**src/rtl/vga_pixel_gen.sv**
```systemverilog
// vga_pixel_gen: pixel source for the VGA timing controller.
// Composes a 32x32 tile background read from an external synchronous ROM and
// overlays up to NUM_SPRITES solid square sprites. Sprite registers are
// written into a shadow bank that is copied to the active bank at the last
// visible pixel of each frame, so a frame never mixes two sprite states.
// Fixed two-cycle latency from row/col/rdn to pix_out.
//
// Ports:
//   vga_clk, clr        pixel clock, synchronous active-high reset
//   row_addr, col_addr  visible pixel address from the timing controller
//   rdn                 active-low pixel-read strobe
//   tile_addr           combinational tile-ROM address (0 while rdn=1)
//   tile_data           tile-ROM colour, valid one cycle after tile_addr
//   spr_we..spr_color   shadow sprite-register write port
//   pix_out             registered 12-bit pixel (rrrr_gggg_bbbb)
//   frame_commit        one-cycle pulse when the active bank loads

module vga_pixel_gen #(
    parameter int unsigned NUM_SPRITES = 4,
    parameter int unsigned SPR_SIZE    = 16,
    parameter logic [11:0] BG_COLOR    = 12'h000
) (
    input  logic        vga_clk,
    input  logic        clr,
    input  logic [9:0]  row_addr,
    input  logic [9:0]  col_addr,
    input  logic        rdn,
    output logic [8:0]  tile_addr,
    input  logic [11:0] tile_data,
    input  logic        spr_we,
    input  logic [2:0]  spr_idx,
    input  logic        spr_en,
    input  logic [9:0]  spr_x,
    input  logic [9:0]  spr_y,
    input  logic [11:0] spr_color,
    output logic [11:0] pix_out,
    output logic        frame_commit
);

    localparam int unsigned COORD_W   = 10;
    localparam int unsigned CMP_W     = COORD_W + 1;
    localparam int unsigned COLOR_W   = 12;
    localparam int unsigned TILE_AW   = 9;
    localparam int unsigned TILES_ROW = 20;
    localparam int unsigned LAST_ROW  = 479;
    localparam int unsigned LAST_COL  = 639;

    typedef struct packed {
        logic               en;
        logic [COORD_W-1:0] x;
        logic [COORD_W-1:0] y;
        logic [COLOR_W-1:0] color;
    } spr_t;

    spr_t shadow_q [NUM_SPRITES];
    spr_t active_q [NUM_SPRITES];

    logic               rdn_d1_q;
    logic               spr_hit_d1_q;
    logic [COLOR_W-1:0] spr_col_d1_q;
    logic [COLOR_W-1:0] pix_q;
    logic [COLOR_W-1:0] pix_d;
    logic               frame_commit_q;

    logic [NUM_SPRITES-1:0] hit_c;
    logic                   any_hit_c;
    logic [COLOR_W-1:0]     hit_col_c;
    logic                   commit_c;
    logic [CMP_W-1:0]       row_w;
    logic [CMP_W-1:0]       col_w;

    // Tile index: 20 tiles per row, each tile 32x32 pixels.
    always_comb begin
        tile_addr = '0;
        if (!rdn) begin
            tile_addr = TILE_AW'(row_addr[8:5]) * TILE_AW'(TILES_ROW)
                      + TILE_AW'(col_addr[9:5]);
        end
    end

    // Per-slot hit test in 11 bits so x+SPR_SIZE cannot wrap back to 0.
    always_comb begin
        hit_c = '0;
        row_w = {1'b0, row_addr};
        col_w = {1'b0, col_addr};
        for (int i = 0; i < int'(NUM_SPRITES); i++) begin
            hit_c[i] = active_q[i].en && !rdn
                    && (col_w >= {1'b0, active_q[i].x})
                    && (col_w <  {1'b0, active_q[i].x} + CMP_W'(SPR_SIZE))
                    && (row_w >= {1'b0, active_q[i].y})
                    && (row_w <  {1'b0, active_q[i].y} + CMP_W'(SPR_SIZE));
        end
    end

    // Priority encode: scanning downward lets the lowest slot win.
    always_comb begin
        any_hit_c = 1'b0;
        hit_col_c = '0;
        for (int i = int'(NUM_SPRITES) - 1; i >= 0; i--) begin
            if (hit_c[i]) begin
                any_hit_c = 1'b1;
                hit_col_c = active_q[i].color;
            end
        end
    end

    // Last visible pixel of the frame triggers the bank swap.
    assign commit_c = !rdn
                   && (row_addr == COORD_W'(LAST_ROW))
                   && (col_addr == COORD_W'(LAST_COL));

    // Stage 2 colour select; tile_data lines up with the stage-1 registers.
    always_comb begin
        pix_d = '0;
        if (!rdn_d1_q) begin
            if (spr_hit_d1_q) begin
                pix_d = spr_col_d1_q;
            end else if (tile_data == '0) begin
                pix_d = BG_COLOR;
            end else begin
                pix_d = tile_data;
            end
        end
    end

    // Pipeline, shadow bank and active bank.
    always_ff @(posedge vga_clk) begin
        if (clr) begin
            for (int i = 0; i < int'(NUM_SPRITES); i++) begin
                shadow_q[i] <= '0;
                active_q[i] <= '0;
            end
            rdn_d1_q       <= 1'b1;
            spr_hit_d1_q   <= 1'b0;
            spr_col_d1_q   <= '0;
            pix_q          <= '0;
            frame_commit_q <= 1'b0;
        end else begin
            rdn_d1_q       <= rdn;
            spr_hit_d1_q   <= any_hit_c;
            spr_col_d1_q   <= hit_col_c;
            pix_q          <= pix_d;
            frame_commit_q <= commit_c;
            // Active takes the pre-write shadow value when both happen at once.
            if (commit_c) begin
                for (int i = 0; i < int'(NUM_SPRITES); i++) begin
                    active_q[i] <= shadow_q[i];
                end
            end
            // Slots at or above NUM_SPRITES never match, so such writes drop.
            for (int i = 0; i < int'(NUM_SPRITES); i++) begin
                if (spr_we && (spr_idx == 3'(i))) begin
                    shadow_q[i] <= {spr_en, spr_x, spr_y, spr_color};
                end
            end
        end
    end

    assign pix_out      = pix_q;
    assign frame_commit = frame_commit_q;

endmodule

```
**config.mk**
```make
export PLATFORM = sky130hd
export DESIGN_NAME = vga_pixel_gen
export DESIGN_NICKNAME = d
export VERILOG_FILES = /design/src/rtl/vga_pixel_gen.sv
export SDC_FILE = /design/constraint.sdc
export NUM_CORES = 1
export LEC_CHECK = 0
export BUFFER_PORTS_ARGS = -buffer_cell sky130_fd_sc_hd__buf_2
export CAP_MARGIN = 20
export CORE_MARGIN = 2
export CORE_UTILIZATION = 40
export DETAILED_ROUTE_END_ITERATION = 12
export PLACE_DENSITY = 0.56
export SETUP_SLACK_MARGIN = 0.05
export SLEW_MARGIN = 20
export SYNTH_ARGS = -nofsm -noshare
export SYNTH_HDL_FRONTEND = slang
export SYNTH_SLANG_ARGS = --single-unit
```
**constraint.sdc**
```tcl
create_clock -name vga_clk -period 11 [get_ports vga_clk]
set_input_delay 1.1 -clock vga_clk [delete_from_list [all_inputs] [get_ports vga_clk]]
set_output_delay 1.1 -clock vga_clk [all_outputs]
set_load 0.05 [all_outputs]
```
# Word level (Yosys, flattened, before mapping)
# Memories as Yosys holds them, arrays and structs flattened.
# Index checks and enable logic that the tools add are counted.
word_totals:
  ff_bits: 27
  ram_bits: 264
  inputBits: 72
  out_inout_bits: 22
  word_cells: 112
  n_memories: 2
mem_list:
  columns: ["name", "depth", "width", "read_ports", "rd_ports_with_merged_regs", "write_ports", "line_no", "rtl"]
  rows:
  - ["active_q", 4, 33, 4, 0, 4, "56", "spr_t active_q [NUM_SPRITES];"]
  - ["shadow_q", 4, 33, 4, 0, 4, "55", "spr_t shadow_q [NUM_SPRITES];"]
op_classes:
  add_sub_neg: 9
  mul: 1
  order_cmp: 16
  n_eq_ne: 5
  n_mux: 36
  n_bitwise: 8
  n_reduce_logical: 30
op_table:
  columns: ["operator", "count"]
  rows:
  - ["2-to-1 mux 33 bit", 8]
  - ["adder 10 x 5 -> 11 bit, second input constant", 8]
  - ["< comparator 10 x 11 -> 1 bit", 8]
  - ["greater-or-equal comparator 10 bit", 8]
  - ["2-to-1 mux 12 bit", 6]
  - ["logical AND 1 bit", 26]
  - ["2-to-1 mux 1 bit", 21]
  - ["zero test 12 bit", 1]
  - ["== test 10 bit, second input constant", 1]
  - ["== test 10 x 9 -> 1 bit, second input constant", 1]
  - ["adder 9 x 5 -> 9 bit", 1]
  - ["2-to-1 mux 9 bit", 1]
  - ["bitwise OR 1 bit", 8]
  - ["multiplier 4 x 3 -> 7 bit, second input constant", 1]
  - ["== test 3 x 2 -> 1 bit, second input constant", 2]
  - ["== test 3 x 1 -> 1 bit, second input constant", 1]
  - ["zero test 3 bit", 1]
  - ["OR reduction 2 bit", 1]
  - ["zero test 1 bit", 1]

# Logic depth before layout (Yosys ltp)
logic_depth:
  ltp_word: 10
  ltp_mapped: 13
  depth_no_buf: 12

# Worst setup path before layout
# Ideal clock, no wire load.
synth_timing:
  kind: "input -> register"
  from: "input rdn"
  to: "memory active_q[0][0] (netlist bit) (enable)"
  setup_time_ns: 0.496
  t_arrival_ns: 5.161
  t_required_ns: 10.504
  slack_ns: 5.343
  path_stages: 5
  n_path_buf: 1
  path_cell_list: "buf_2 nor2b_1 and3_1 nand4_1 nand2_1"
synth_rtl:
  columns: ["element", "line_no", "rtl"]
  rows:
  - ["start, declared", "27", "input logic rdn,"]
  - ["end, declared", "56", null]

# Final worst setup path
layout_timing:
  from: "input row_addr[8]"
  to: "output tile_addr[7]"
layout_via:
  elab_chain_len: 3
layout_lines:
  columns: ["element", "line_no", "rtl"]
  rows:
  - ["start, declared", "25", "input logic [9:0] row_addr,"]
  - ["multiplier 4 x 3 -> 7 bit", "76", "tile_addr = TILE_AW'(row_addr[8:5]) * TILE_AW'(TILES_ROW)"]
  - ["adder 9 x 5 -> 9 bit", "77", "+ TILE_AW'(col_addr[9:5]);"]
  - ["2-to-1 mux 9 bit", "75", "if (!rdn) begin"]
  - ["end, declared", "28", "output logic [8:0] tile_addr,"]
# No other way between the ends.

==> results_dict.tcl <==
set metrics [dict create \
    status "finished clean" \
    swShare_pct 22.9 \
    path_buf_inv 2 \
    grt_pass1_wl_microns 53700 \
    dp_hpwl_microns 24700 \
    post_cts_buffers 0 \
    cts_resized 0 \
    wl_microns 34800 \
    crit_arrival_ps 3360 \
    dr_total_vias 9315 \
    p_per_area_nw_per_um2 148 \
    synth-edff-count 264 \
    slowest_stage "fa_1" \
    drt-wirelength-per-cell_microns 19.1 \
    synthArstFlopShare_pct 0 \
    rows 70 \
    pwr-share-clk_pct 41.6 \
    tightestPinTransition_ps 1040 \
    cp_slowest_stage_delay_ps 420 \
    synthCells 1228 \
    power.switching_uw 581 \
    antenna_found_initial 0 \
    drv_slew 0 \
    dieArea_sq_um 39100 \
    drtAntennaViolNets 0 \
    p_leak_uw 0.00676 \
    crit_path_end_kind "primary output" \
    cts-root-buf "clkbuf_16" \
    nets 1545 \
    syn-cell-area_sq_um 15000 \
    grt_max_degree 134 \
    grt_use_total_pct 18.1 \
    synth_top_area_cell "edfxtp_1" \
    die_h_microns 198 \
    die_w_microns 198 \
    cp_max_fo 13 \
    seq_area_frac_synth_pct 56.4 \
    syn_nets 1445 \
    critPathRequiredTime_ps 9900 \
    antennaDiodeCount 0 \
    ys_seq_elements 291 \
    gp_congestion 0.837 \
    ioPinCount 94 \
    synth_area_per_cell_sq_um 12.2 \
    path_delay_family "adder cells" \
    yosysWarnings 0 \
    finalHoldViolations 0 \
    p_seq_share_pct 49.8 \
    grt_setup_unrepaired "no" \
    cts_tree "yes" \
    cts_buffer_depth 3 \
    placed_area_sq_um 16100 \
    holdCritPathClass "flip-flop to flip-flop" \
    synthTopCellsByArea "edfxtp_1 (53%), ha_1 (12%), and2_1 (11%)" \
    numCtsBuffers 30 \
    drt_iter0_markers 555 \
    critPathKind "input pin to primary output" \
    r2r_cells 12 \
    cap_violations 0 \
    fmax_ghz 0.224 \
    cp.depth 8 \
    internal_power_uw 1960 \
    max_slew_margin_pct 30.5 \
    irDropWorstVdd_mv 0.108 \
    drc 0 \
    firstDrtPassIters 5 \
    crit_path_start_kind "input pin" \
    stdcell_count 1820 \
    coreArea_sq_um 36800 \
    cts_max_level 1 \
    setup_violations 0 \
    clk_latency_ps 560 \
    pwr-share-comb_pct 8.5 \
    via_per_inst 5.12 \
    yosys.cell_types.count 69 \
    grt_pass1_vias 9216 \
    hold_buffers 0 \
    io_buffers 93 \
    cts_num_sinks 291 \
    cp_cell_sequence "buf_2 > ha_1 > ha_1 > fa_1 > xor2_1 > or3_1 > a21oi_1 > buf_2" \
    min_path_cells 1 \
    finalClockSkew_ps 17.5 \
    layout-drive-gt1-share_pct 13.2 \
    gr-total-overflow 0 \
    setup_tns_ps 0 \
    fin_crit_ps 4460 \
    dp_cells 1764 \
    ys.flop_type "edfxtp_1" \
    start_util_pct 40.8 \
    clkTransAtPathRegs_ps 60 \
    netlist.area_leader.share_pct 52.8 \
    min_period_over_period_pct 40.5 \
    syn_to_final_growth_pct 14.2 \
    fin_area_sq_um 17100 \
]
-- per-layer routing --
| metal | GRT usage [%] | vias up | share of wire (%) |
|---|---|---|---|
| li1 | - | 4620 | - |
| met1 | 24.9 | 4444 | 46 |
| met2 | 30.2 | 195 | 47 |
| met3 | 2.18 | 56 | 4.1 |
| met4 | 5.21 | 0 | 2.6 |
| met5 | 0 | - | 0 |
-- flip-flops by register name, summed over array words and instances, names as in the netlist --
register      cells
spr_col_d1_q     12
shadow_q        132
frame_commit      1
spr_hit_d1_q      1
active_q        132
rdn_d1_q          1
pix_out          12
-- cell usage in the layout (no fill, tap or decap), types with 6 or more instances in the layout --
cell and n:
a21o_1 12, a21oi_1 35, a221oi_1 14, a31oi_1 6
and2_1 264, and3_1 6, buf_2 93, buf_4 12
clkbuf_16 30, clkinv_1 8, clkinv_2 8, dfxtp_1 27
edfxtp_1 264, ha_1 143, inv_1 90, mux2i_1 12
nand2_1 43, nand3_1 30, nor2_1 27, nor2b_1 14
nor3_1 11, nor4_1 7, o2111ai_1 6, o211ai_1 8
o21a_1 6, o21ai_0 42, o32ai_1 12, xnor2_1 35
-- layout make-up --
cell class | instances | area (sq um)
clock buffers | 34 | 796
clock inverters | 22 | 241
fillers | 3336 | 19700
inverters | 92 | 350
multi-input cells | 807 | 6130
flip-flops and latches | 291 | 8470
well taps | 468 | 586
repair buffers | 106 | 567
-- logic make-up (layout without fill, tap and decap cells) --
| kind of cell | count (synthesis) | after routing | share of synthesized area, % |
|---|---|---|---|
| buf+inv | 130 | 254 | 3.43 |
| simple gates | 442 | 442 | 17.2 |
| xor+xnor | 37 | 37 | 2.16 |
| compound gates | 171 | 171 | 7.77 |
| flops | 291 | 291 | 56.4 |
| mux | 12 | 12 | 0.800 |
| fa+ha+maj | 145 | 145 | 12.2 |
-- metrics by stage --
stage	hold slack (ps)	power [uW]	utilization, %	setup WS (ps)
after floorplan	440	1420	-	5340
after global placement	498	1500	43.7	6500
after detailed placement	501	1510	43.7	6420
after CTS	496	2570	46.5	6510
after global routing	533	2640	46.6	6400
final	507	2540	46.6	6540
-- cell usage after synthesis, types with 4 or more instances --
cell	instances
nand2_1	44
a21o_1	12
nor2_1	28
o32ai_1	12
and3_1	6
nor2b_1	14
dfxtp_1	27
ha_1	143
nor3b_1	4
nor3_1	13
nand4_1	5
and2_1	264
edfxtp_1	264
nand2b_1	5
a21oi_1	35
xnor2_1	35
inv_1	90
clkbuf_1	33
nand3_1	30
a31oi_1	6
a221oi_1	14
nor4_1	9
o211ai_1	8
o21a_1	6
o2111ai_1	6
a211oi_1	4
o21ai_0	44
mux2i_1	12
-- path summary, 6_finish.rpt --
path	start	end	slack, ps
max	row_addr[8]	tile_addr[7]	6540
min reg2reg	shadow_q[3][2]	active_q[3][2]	510
min	shadow_q[3][2]	active_q[3][2]	510
max reg2reg	active_q[2][16]	spr_col_d1_q[5]	7150
-- power groups by stage --
stage	clock, uW	combinational [uW]	sequential (uW)
2_1_floorplan	0	129	1290
3_3_place_gp	0	213	1290
3_5_place_dp	0	218	1290
4_1_cts	1080	219	1270
5_1_grt	1130	243	1270
6_report	1060	216	1270
(Power assumes the default switching activity.)
